$ cat src/rtl/switch_merge.sv
// 2-to-1 merge of the address switch return streams: two drop-on-full input
// FIFOs, a round-robin arbiter and one registered valid/ready output stage.
module switch_merge #(
    parameter int ADDR_W = 8,
    parameter int DATA_W = 16,
    parameter int DEPTH  = 4,
    parameter int CNT_W  = 8
) (
    input  logic              clk,
    input  logic              rstn,
    input  logic [ADDR_W-1:0] addr_a,
    input  logic [DATA_W-1:0] data_a,
    input  logic              vld_a,
    input  logic [ADDR_W-1:0] addr_b,
    input  logic [DATA_W-1:0] data_b,
    input  logic              vld_b,
    output logic [ADDR_W-1:0] addr,
    output logic [DATA_W-1:0] data,
    output logic              vld,
    input  logic              rdy,
    output logic              src,
    output logic              full_a,
    output logic              full_b,
    output logic [CNT_W-1:0]  drop_a,
    output logic [CNT_W-1:0]  drop_b
);

    localparam int BEAT_W = ADDR_W + DATA_W;
    localparam int PTR_W  = (DEPTH > 1) ? $clog2(DEPTH) : 1;
    localparam int CNT_FW = PTR_W + 1;
    localparam logic [CNT_FW-1:0] DEPTH_C  = CNT_FW'(DEPTH);
    localparam logic [CNT_FW-1:0] CNT_ONE  = CNT_FW'(1);
    localparam logic [PTR_W-1:0]  PTR_ONE  = PTR_W'(1);
    localparam logic [CNT_W-1:0]  DROP_ONE = CNT_W'(1);
    localparam logic [CNT_W-1:0]  DROP_MAX = {CNT_W{1'b1}};

    // Index 0 is port A, index 1 is port B throughout.
    logic [1:0]        in_vld_s;
    logic [BEAT_W-1:0] in_beat_s [2];

    logic [BEAT_W-1:0] mem_q    [2][DEPTH];
    logic [PTR_W-1:0]  wr_ptr_q [2];
    logic [PTR_W-1:0]  wr_ptr_d [2];
    logic [PTR_W-1:0]  rd_ptr_q [2];
    logic [PTR_W-1:0]  rd_ptr_d [2];
    logic [CNT_FW-1:0] cnt_q    [2];
    logic [CNT_FW-1:0] cnt_d    [2];
    logic [CNT_W-1:0]  drop_q   [2];
    logic [CNT_W-1:0]  drop_d   [2];
    logic [1:0]        full_q, full_d;
    logic              last_gnt_q, last_gnt_d;
    logic              out_vld_q, out_vld_d;
    logic              out_src_q, out_src_d;
    logic [BEAT_W-1:0] out_beat_q, out_beat_d;

    logic              load_s;
    logic [1:0]        ne_s;
    logic              gnt_vld_s;
    logic              gnt_src_s;
    logic [1:0]        pop_s;
    logic [1:0]        push_s;
    logic [BEAT_W-1:0] gnt_beat_s;

    assign in_vld_s     = {vld_b, vld_a};
    assign in_beat_s[0] = {addr_a, data_a};
    assign in_beat_s[1] = {addr_b, data_b};

    // Round-robin grant; only meaningful when the output register can load.
    always_comb begin
        load_s    = !out_vld_q || rdy;
        ne_s      = {cnt_q[1] != '0, cnt_q[0] != '0};
        gnt_vld_s = 1'b0;
        gnt_src_s = 1'b0;
        if (!load_s) begin
            gnt_vld_s = 1'b0;
        end else if (ne_s == 2'b11) begin
            gnt_vld_s = 1'b1;
            gnt_src_s = ~last_gnt_q;
        end else if (ne_s[0]) begin
            gnt_vld_s = 1'b1;
            gnt_src_s = 1'b0;
        end else if (ne_s[1]) begin
            gnt_vld_s = 1'b1;
            gnt_src_s = 1'b1;
        end else begin
            gnt_vld_s = 1'b0;
        end
        if (gnt_vld_s) begin
            pop_s = gnt_src_s ? 2'b10 : 2'b01;
        end else begin
            pop_s = 2'b00;
        end
        gnt_beat_s = mem_q[gnt_src_s][rd_ptr_q[gnt_src_s]];
    end

    // FIFO bookkeeping; a full FIFO still accepts a beat in the cycle it pops.
    always_comb begin
        for (int p = 0; p < 2; p++) begin
            push_s[p]   = in_vld_s[p] && ((cnt_q[p] != DEPTH_C) || pop_s[p]);
            wr_ptr_d[p] = push_s[p] ? wr_ptr_q[p] + PTR_ONE : wr_ptr_q[p];
            rd_ptr_d[p] = pop_s[p]  ? rd_ptr_q[p] + PTR_ONE : rd_ptr_q[p];
            case ({push_s[p], pop_s[p]})
                2'b10:   cnt_d[p] = cnt_q[p] + CNT_ONE;
                2'b01:   cnt_d[p] = cnt_q[p] - CNT_ONE;
                default: cnt_d[p] = cnt_q[p];
            endcase
            if (in_vld_s[p] && !push_s[p] && (drop_q[p] != DROP_MAX)) begin
                drop_d[p] = drop_q[p] + DROP_ONE;
            end else begin
                drop_d[p] = drop_q[p];
            end
            full_d[p] = (cnt_d[p] == DEPTH_C);
        end
    end

    // Output register: load on grant, go idle when free with nothing to send.
    always_comb begin
        out_vld_d  = out_vld_q;
        out_src_d  = out_src_q;
        out_beat_d = out_beat_q;
        last_gnt_d = last_gnt_q;
        if (gnt_vld_s) begin
            out_vld_d  = 1'b1;
            out_src_d  = gnt_src_s;
            out_beat_d = gnt_beat_s;
            last_gnt_d = gnt_src_s;
        end else if (load_s) begin
            out_vld_d = 1'b0;
        end else begin
            out_vld_d = out_vld_q;
        end
    end

    // Control state with synchronous reset; last grant starts at B so A wins first.
    always_ff @(posedge clk) begin
        if (rstn) begin
            for (int p = 0; p < 2; p++) begin
                wr_ptr_q[p] <= '0;
                rd_ptr_q[p] <= '0;
                cnt_q[p]    <= '0;
                drop_q[p]   <= '0;
            end
            full_q     <= 2'b00;
            last_gnt_q <= 1'b1;
            out_vld_q  <= 1'b0;
            out_src_q  <= 1'b0;
            out_beat_q <= '0;
        end else begin
            for (int p = 0; p < 2; p++) begin
                wr_ptr_q[p] <= wr_ptr_d[p];
                rd_ptr_q[p] <= rd_ptr_d[p];
                cnt_q[p]    <= cnt_d[p];
                drop_q[p]   <= drop_d[p];
            end
            full_q     <= full_d;
            last_gnt_q <= last_gnt_d;
            out_vld_q  <= out_vld_d;
            out_src_q  <= out_src_d;
            out_beat_q <= out_beat_d;
        end
    end

    // Storage array needs no reset: occupancy counts gate every read.
    always_ff @(posedge clk) begin
        for (int p = 0; p < 2; p++) begin
            if (push_s[p]) begin
                mem_q[p][wr_ptr_q[p]] <= in_beat_s[p];
            end
        end
    end

    assign addr   = out_beat_q[BEAT_W-1:DATA_W];
    assign data   = out_beat_q[DATA_W-1:0];
    assign vld    = out_vld_q;
    assign src    = out_src_q;
    assign full_a = full_q[0];
    assign full_b = full_q[1];
    assign drop_a = drop_q[0];
    assign drop_b = drop_q[1];

endmodule

$ cat config.mk
export PLATFORM = sky130hd
export DESIGN_NAME = switch_merge
export DESIGN_NICKNAME = d
export VERILOG_FILES = /design/src/rtl/switch_merge.sv
export SDC_FILE = /design/constraint.sdc
export NUM_CORES = 1
export LEC_CHECK = 0
export CAP_MARGIN = 20
export CORE_AREA = 2 2 152 154
export CTS_CLUSTER_DIAMETER = 60
export DETAILED_ROUTE_END_ITERATION = 10
export DIE_AREA = 0 0 154 156
export HOLD_SLACK_MARGIN = 0.1
export PLACE_DENSITY = 0.67
export SETUP_SLACK_MARGIN = 0.2
export SYNTH_ARGS = -nofsm -noshare
export SYNTH_HDL_FRONTEND = slang
export SYNTH_SLANG_ARGS = --single-unit
$ cat constraint.sdc
create_clock -name clk -period 2.6 [get_ports clk]
set_clock_uncertainty 0.05 [all_clocks]
set_input_delay 0.52 -clock clk [delete_from_list [all_inputs] [get_ports clk]]
set_output_delay 0.52 -clock clk [all_outputs]
set_load 0.05 [all_outputs]
==> flow_summary.yaml, run 1 <==
outcome:
  status: "finished with violations"
  violations: "setup timing"
floorplanning:
  floorplan.initialDensity_pct: 44.2
  die_y_um: 156
  die_x_um: 154
  coreArea_um2: 22400
  rows: 55
  die_area_um2: 24000
  io_pins: 97
worst_setup_path:
  cp-end-kind: "flip-flop"
  path_cells: "or3_4 > a211oi_4 > o21a_1 > inv_2 > ha_4 > fa_2 > xnor2_2 > or3_1 > a21oi_2 > nor2b_2"
  worst-setup-path-type: "flip-flop to flip-flop"
  r2r_cells: 10
  reg2reg_slack_ns: -0.03
  r2r-start: "cnt_q[0][4]"
  slowest_stage: "or3_4"
  setup.worst_path.end: "full_q[0]"
  cp_max_fo: 2
  start_kind: "flip-flop"
  r2r-end: "full_q[0]"
  slowest_delay_ns: 0.41
  startpoint: "cnt_q[0][4]"
  crit_required_ns: 3.01
  critPathArrivalTime_ns: 3.05
synth:
  seq_area_frac_synth_pct: 70.3
  avgSynthCellArea_um2: 17.2
  synth_warnings: 0
  synth_seq_cells: 251
  synthTopCellsByCount: "edfxtp_1, dfxtp_1, mux4_2, a21oi_1"
  synth_compound_area_share_pct: 5.05
  yosysMostFrequentCell: "edfxtp_1"
  synth_area_leaders: "edfxtp_1, dfxtp_1, mux4_2"
  synth.distinct_cells: 51
  yosys.area_share.simple_pct: 5.08
  yosys.area_share.adder_pct: 1.92
  synth-xor-area-share_pct: 0.709
  synth_top_family_by_area: "multiplexers"
  synth_edf_count: 192
  synthArstFlopShare_pct: 0
  synth_mux_area_share_pct: 14.7
  synth_nets: 643
  synth_area_um2: 9880
  synth_top_cell_area_share_pct: 58.3
  yosys_most_used_dff: "edfxtp_1"
  synth_largest_area_cell: "edfxtp_1"
  netlist_instances: 576
clock_network:
  cts_made_buffers: 26
  clk_latency_ns: 0.54
  ctsLongestPathBuffers: 3
  clock-root-buffer: "clkbuf_16"
  cts_hold_buf: 0
  cts_sinks: 251
  cts_tree: "yes"
  clkTransAtPathRegs_ns: 0.06
  htreeDepth: 1
flow_run:
  max_cap_viol_count: 0
route:
  wl_per_cell_um: 20.0
  drc_errors: 0
  drtIter0Drc: 301
  wl_mm: 20.3
  vias: 5543
  detail-route-antenna-nets: 0
  dr.pass1.iters: 4
  vias_per_cell: 5.46
place:
  hpwl_mm: 13.0
  place_congestion: 0.863
  dp.cells: 959
  numPortBuffers: 96
power:
  ir_drop_v: 0.000774
  power_uw: 12400
  p_per_area_nw_per_um2: 1010
  leakage_uw: 0.00430
sta:
  rsz0062_at_grt: "true"
  fmax_ghz: 0.380
  drv_slew: 0
  period_needed_ns: 2.63
  setup_violations: 1
  whs_ns: 0.444
  worstMarginPinSlew_ns: 0.602
  slew_headroom_pct: 59.8
  setup_ws_ns: -0.0328
  hold_violations: 0
  tns_ns: -0.0328
  period_share_pct: 101
cells_and_area:
  drive_gt1_share_pct: 21.6
  area_delta_synth_final_pct: 24.7
  register_area_um2: 6960
  antenna_cells: 0
  fin_cells: 1015
  final_net_count: 777
  multi_input_area_um2: 2780
  fill_cells: 1730
  utilization_pct: 55.1
global_routing:
  track_usage_pct: 16.9
  grt_pass1_vias: 5739
  grt_overflow: 0
  antenna_found_initial: 0
  grt_max_degree: 51
  grt_pass1_wl_mm: 31.2
min_path:
  hold_class: "flip-flop to flip-flop"
layout make-up:
cell class	instances	area share, %
clock buffer	32	5.46
tap	285	2.89
inverter	13	0.396
sequential	251	56.5
multi-input combinational	280	22.6
timing repair buffer	138	11.4
clock inverter	16	0.873
critical path, delay by kind of cell (launching register included):
| kind | cells | cell delay, ns |
|---|---|---|
| and+or+nand+nor | 3 | 0.90 |
| DFF | 1 | 0.32 |
| AOI/OAI and AO/OA | 3 | 0.58 |
| adders and majority gates | 2 | 0.51 |
| xor gates and xnor gates | 1 | 0.15 |
| buffers and inverters | 1 | 0.06 |
registers in the layout, indices dropped and copies added (netlist names):
register	flops
vld	1
drop_q	16
mem_q	192
out_beat_q	24
full_q	2
cnt_q	6
rd_ptr_q	4
last_gnt_q	1
src	1
wr_ptr_q	4
power breakdown:
part | internal, uW | leakage [uW] | total [uW] | switching [uW]
combinational | 1720 | 0.00167 | 4010 | 2290
clock | 1850 | 0.000379 | 3350 | 1500
sequential | 4840 | 0.00225 | 5080 | 245
total | 8410 | 0.00430 | 12400 | 4030
logic make-up after synthesis:
family | Yosys count
compound gates | 84
simple gates | 90
buf+inv | 45
mux | 84
fa+ha+maj | 14
flops | 251
xor+xnor | 8
through the flow:
stage / setup slack (ns) / cell area [um2]
global placement: -0.384 / 11400
detailed placement: -0.491 / 11400
global route: -0.168 / 12300
floorplan: -0.0330 / 9910
finish: -0.0328 / 12300
CTS: -0.0148 / 12300
layout by cell type, fill, tap and decap left out, drive strengths merged, types with 2 or more instances in the layout:
cell           count
edfxtp           192
clkdlybuf4s50     89
dfxtp             59
mux4              48
buf               42
a21oi             35
clkbuf            32
o21ai             28
mux2i             28
nor2              23
clkinv            14
inv               13
ha                12
nand2             10
nand4              9
nor2b              9
o31ai              8
mux2               8
and3               7
or4                6
xor2               5
dlymetal6s2s       5
and2               5
nor4               4
nor3               4
nand3              3
xnor2              3
or3                3
o21a               2
and4               2
fa                 2
clkinvlp           2
dlygate4sd2        2
a211oi             2
a22oi              2
repair_timing:
| item | 4_1_cts | 5_1_grt |
|---|---|---|
| endpoints found under the setup margin | 5 | 10 |
| resized for setup | 8 | 9 |
| pin swaps | 4 | 1 |
| buffers inserted | 4 | 4 |
worst min path at each step:
stage,slack [ns],from,cells after the start,endpoint
floorplan,0.42,wr_ptr_q[0][3],2,wr_ptr_q[0][3]
global placement,0.41,src,2,src
detailed placement,0.44,src,2,src
CTS,0.45,src,2,src
global route,0.47,src,2,src
finish,0.44,src,2,src
layer usage:
metal  vias up  track usage, %  share of wire (%)  wire length [um]
li1       2552               -                  -                 -
met1      2778            21.6                 42              8590
met2       171            29.8                 50             10000
met3        42            2.72                5.4              1090
met4         0            5.34                2.8               565
met5         -               0                  0                 0
(Power assumes the default switching activity.)
==> run 2: changes to the inputs <==
--- a/config.mk
+++ b/config.mk
@@ -8,9 +8,10 @@
 export CAP_MARGIN = 20
 export CORE_AREA = 2 2 152 154
 export CTS_CLUSTER_DIAMETER = 60
+export CTS_CLUSTER_SIZE = 12
 export DETAILED_ROUTE_END_ITERATION = 10
 export DIE_AREA = 0 0 154 156
-export HOLD_SLACK_MARGIN = 0.1
+export HOLD_SLACK_MARGIN = 0.03
 export PLACE_DENSITY = 0.67
 export SETUP_SLACK_MARGIN = 0.2
 export SYNTH_ARGS = -nofsm -noshare
==> run 2 against run 1 <==
Effect of this change: the run still ends with setup timing left; critical path depth did not move; sequential cell count unchanged; core utilization is 0.18 points lower; combinational power barely moved; routed wire length about the same; sequential share of layout area increased by 0.19 points; critical endpoint unchanged.
==> flow_summary.yaml, run 2 (synthesis results as in run 1) <==
outcome:
  status: "finished with violations"
  violations: "setup timing"
floorplanning:
  rows: 55
  coreArea_um2: 22400
  die_y_um: 156
  die_x_um: 154
  die_area_um2: 24000
  io_pins: 97
  floorplan.initialDensity_pct: 44.2
place:
  numPortBuffers: 96
  pre_cts_ws_ns: -0.491
  hpwl_mm: 13.0
  place_congestion: 0.863
route:
  drc_errors: 0
  vias: 5519
  vias_per_cell: 5.45
  detail-route-antenna-nets: 0
  wl_mm: 20.3
  dr.pass1.iters: 4
  wl_per_cell_um: 20.1
  drtIter0Drc: 316
clock_network:
  ctsLongestPathBuffers: 3
  cts_tree: "yes"
  cts_sinks: 251
  clk_latency_ns: 0.53
  cts_made_buffers: 25
  cts_hold_buf: 0
  clkTransAtPathRegs_ns: 0.06
  htreeDepth: 1
  clock-root-buffer: "clkbuf_16"
cells_and_area:
  area_delta_synth_final_pct: 24.3
  register_area_um2: 6960
  fill_cells: 1727
  final_common_cell: "edfxtp_1"
  drive_gt1_share_pct: 20.4
  multi_input_area_um2: 2780
  antenna_cells: 0
  largest_reg_flops: 192
  final_net_count: 775
  layout_common_cells: "edfxtp_1, clkdlybuf4s50_1, dfxtp_1, mux4_2, a21oi_1"
worst_setup_path:
  cp-end-kind: "flip-flop"
  critPathArrivalTime_ns: 3.05
  crit_required_ns: 3.01
  cp_max_fo: 2
  worst-setup-path-type: "flip-flop to flip-flop"
  start_kind: "flip-flop"
flow_run:
  max_cap_viol_count: 0
global_routing:
  antenna_found_initial: 0
  track_usage_pct: 17.0
  grt_pass1_vias: 5783
  grt_overflow: 0
  grt_pass1_wl_mm: 31.4
  grt_max_degree: 51
power:
  power.switching_uw: 3960
  internal_power_uw: 8470
  p_per_area_nw_per_um2: 1010
  leakage_uw: 0.00425
  pwr-share-seq_pct: 40.9
  ir_drop_v: 0.000846
  power_uw: 12400
  switching_share_pct: 31.8
  clockPowerShare_pct: 27.1
  combPwrFrac_pct: 32.0
sta:
  drv_slew: 0
  worstMarginPinSlew_ns: 0.609
  slew_headroom_pct: 59.3
  period_needed_ns: 2.63
  fmax_ghz: 0.380
  period_share_pct: 101
  tns_ns: -0.0337
  setup_violations: 1
  rsz0062_at_grt: "true"
  hold_violations: 0
  setup_ws_ns: -0.0337
min_path:
  hold_class: "flip-flop to flip-flop"
[run 2: path summary, 6_finish.rpt]
path / startpoint / end / slack [ns] / cells after the start
setup / recovery: cnt_q[0][4] / full_q[0] / -0.03 / 10
hold / removal: src / src / 0.45 / 2
setup reg to reg: cnt_q[0][4] / full_q[0] / -0.03 / 10
hold reg to reg: src / src / 0.45 / 2
[run 2: final cells by class]
cell class,count,share of cell area [%]
sequential,251,56.6
inverter,13,0.397
tap,285,2.90
clock inverter,4,0.520
multi-input combinational,280,22.6
clock buffer,42,5.61
timing repair buffer,137,11.3
[run 2: power groups by stage]
stage          clock [uW]  combinational, uW  sequential, uW
6_report             3360               3980            5080
5_1_grt              3590               4270            5120
4_1_cts              3440               3960            5080
3_5_place_dp            0               3870            5150
3_3_place_gp            0               3720            5120
2_1_floorplan           0               2130            5660
[run 2: repair_timing]
action | in CTS | in global routing
pin swaps | 2 | 0
gates resized for setup | 6 | 8
setup endpoints to repair | 4 | 9
buffers inserted | 4 | 3
[run 2: per-layer routing]
layer / up-vias / routed length [um] / global-route usage, % / part of all wire [%]
met4: 0 / 500 / 4.63 / 2.5
met5: - / 0 / 0 / 0
met3: 34 / 853 / 2.78 / 4.2
li1: 2543 / - / - / -
met1: 2779 / 8630 / 21.6 / 42
met2: 163 / 10300 / 30.5 / 51
[run 2: stage by stage]
stage               area [um2]  hold WS [ns]  utilization (%)  instances
finish                   12300         0.446             54.9       1012
global placement         11400         0.415             51.1        959
global route             12300         0.466             54.9       1012
detailed placement       11400         0.441             51.1        959
floorplan                 9910         0.418                -        576
CTS                      12200         0.450             54.7       1009
[run 2: critical path: stages, from the launching register on]
cell      delay (ns)
dfxtp_2         0.32
or3_4           0.41
a211oi_4        0.23
o21a_1          0.18
inv_2           0.06
ha_4            0.16
fa_2            0.35
xnor2_2         0.15
or3_1           0.32
a21oi_2         0.17
nor2b_2         0.17
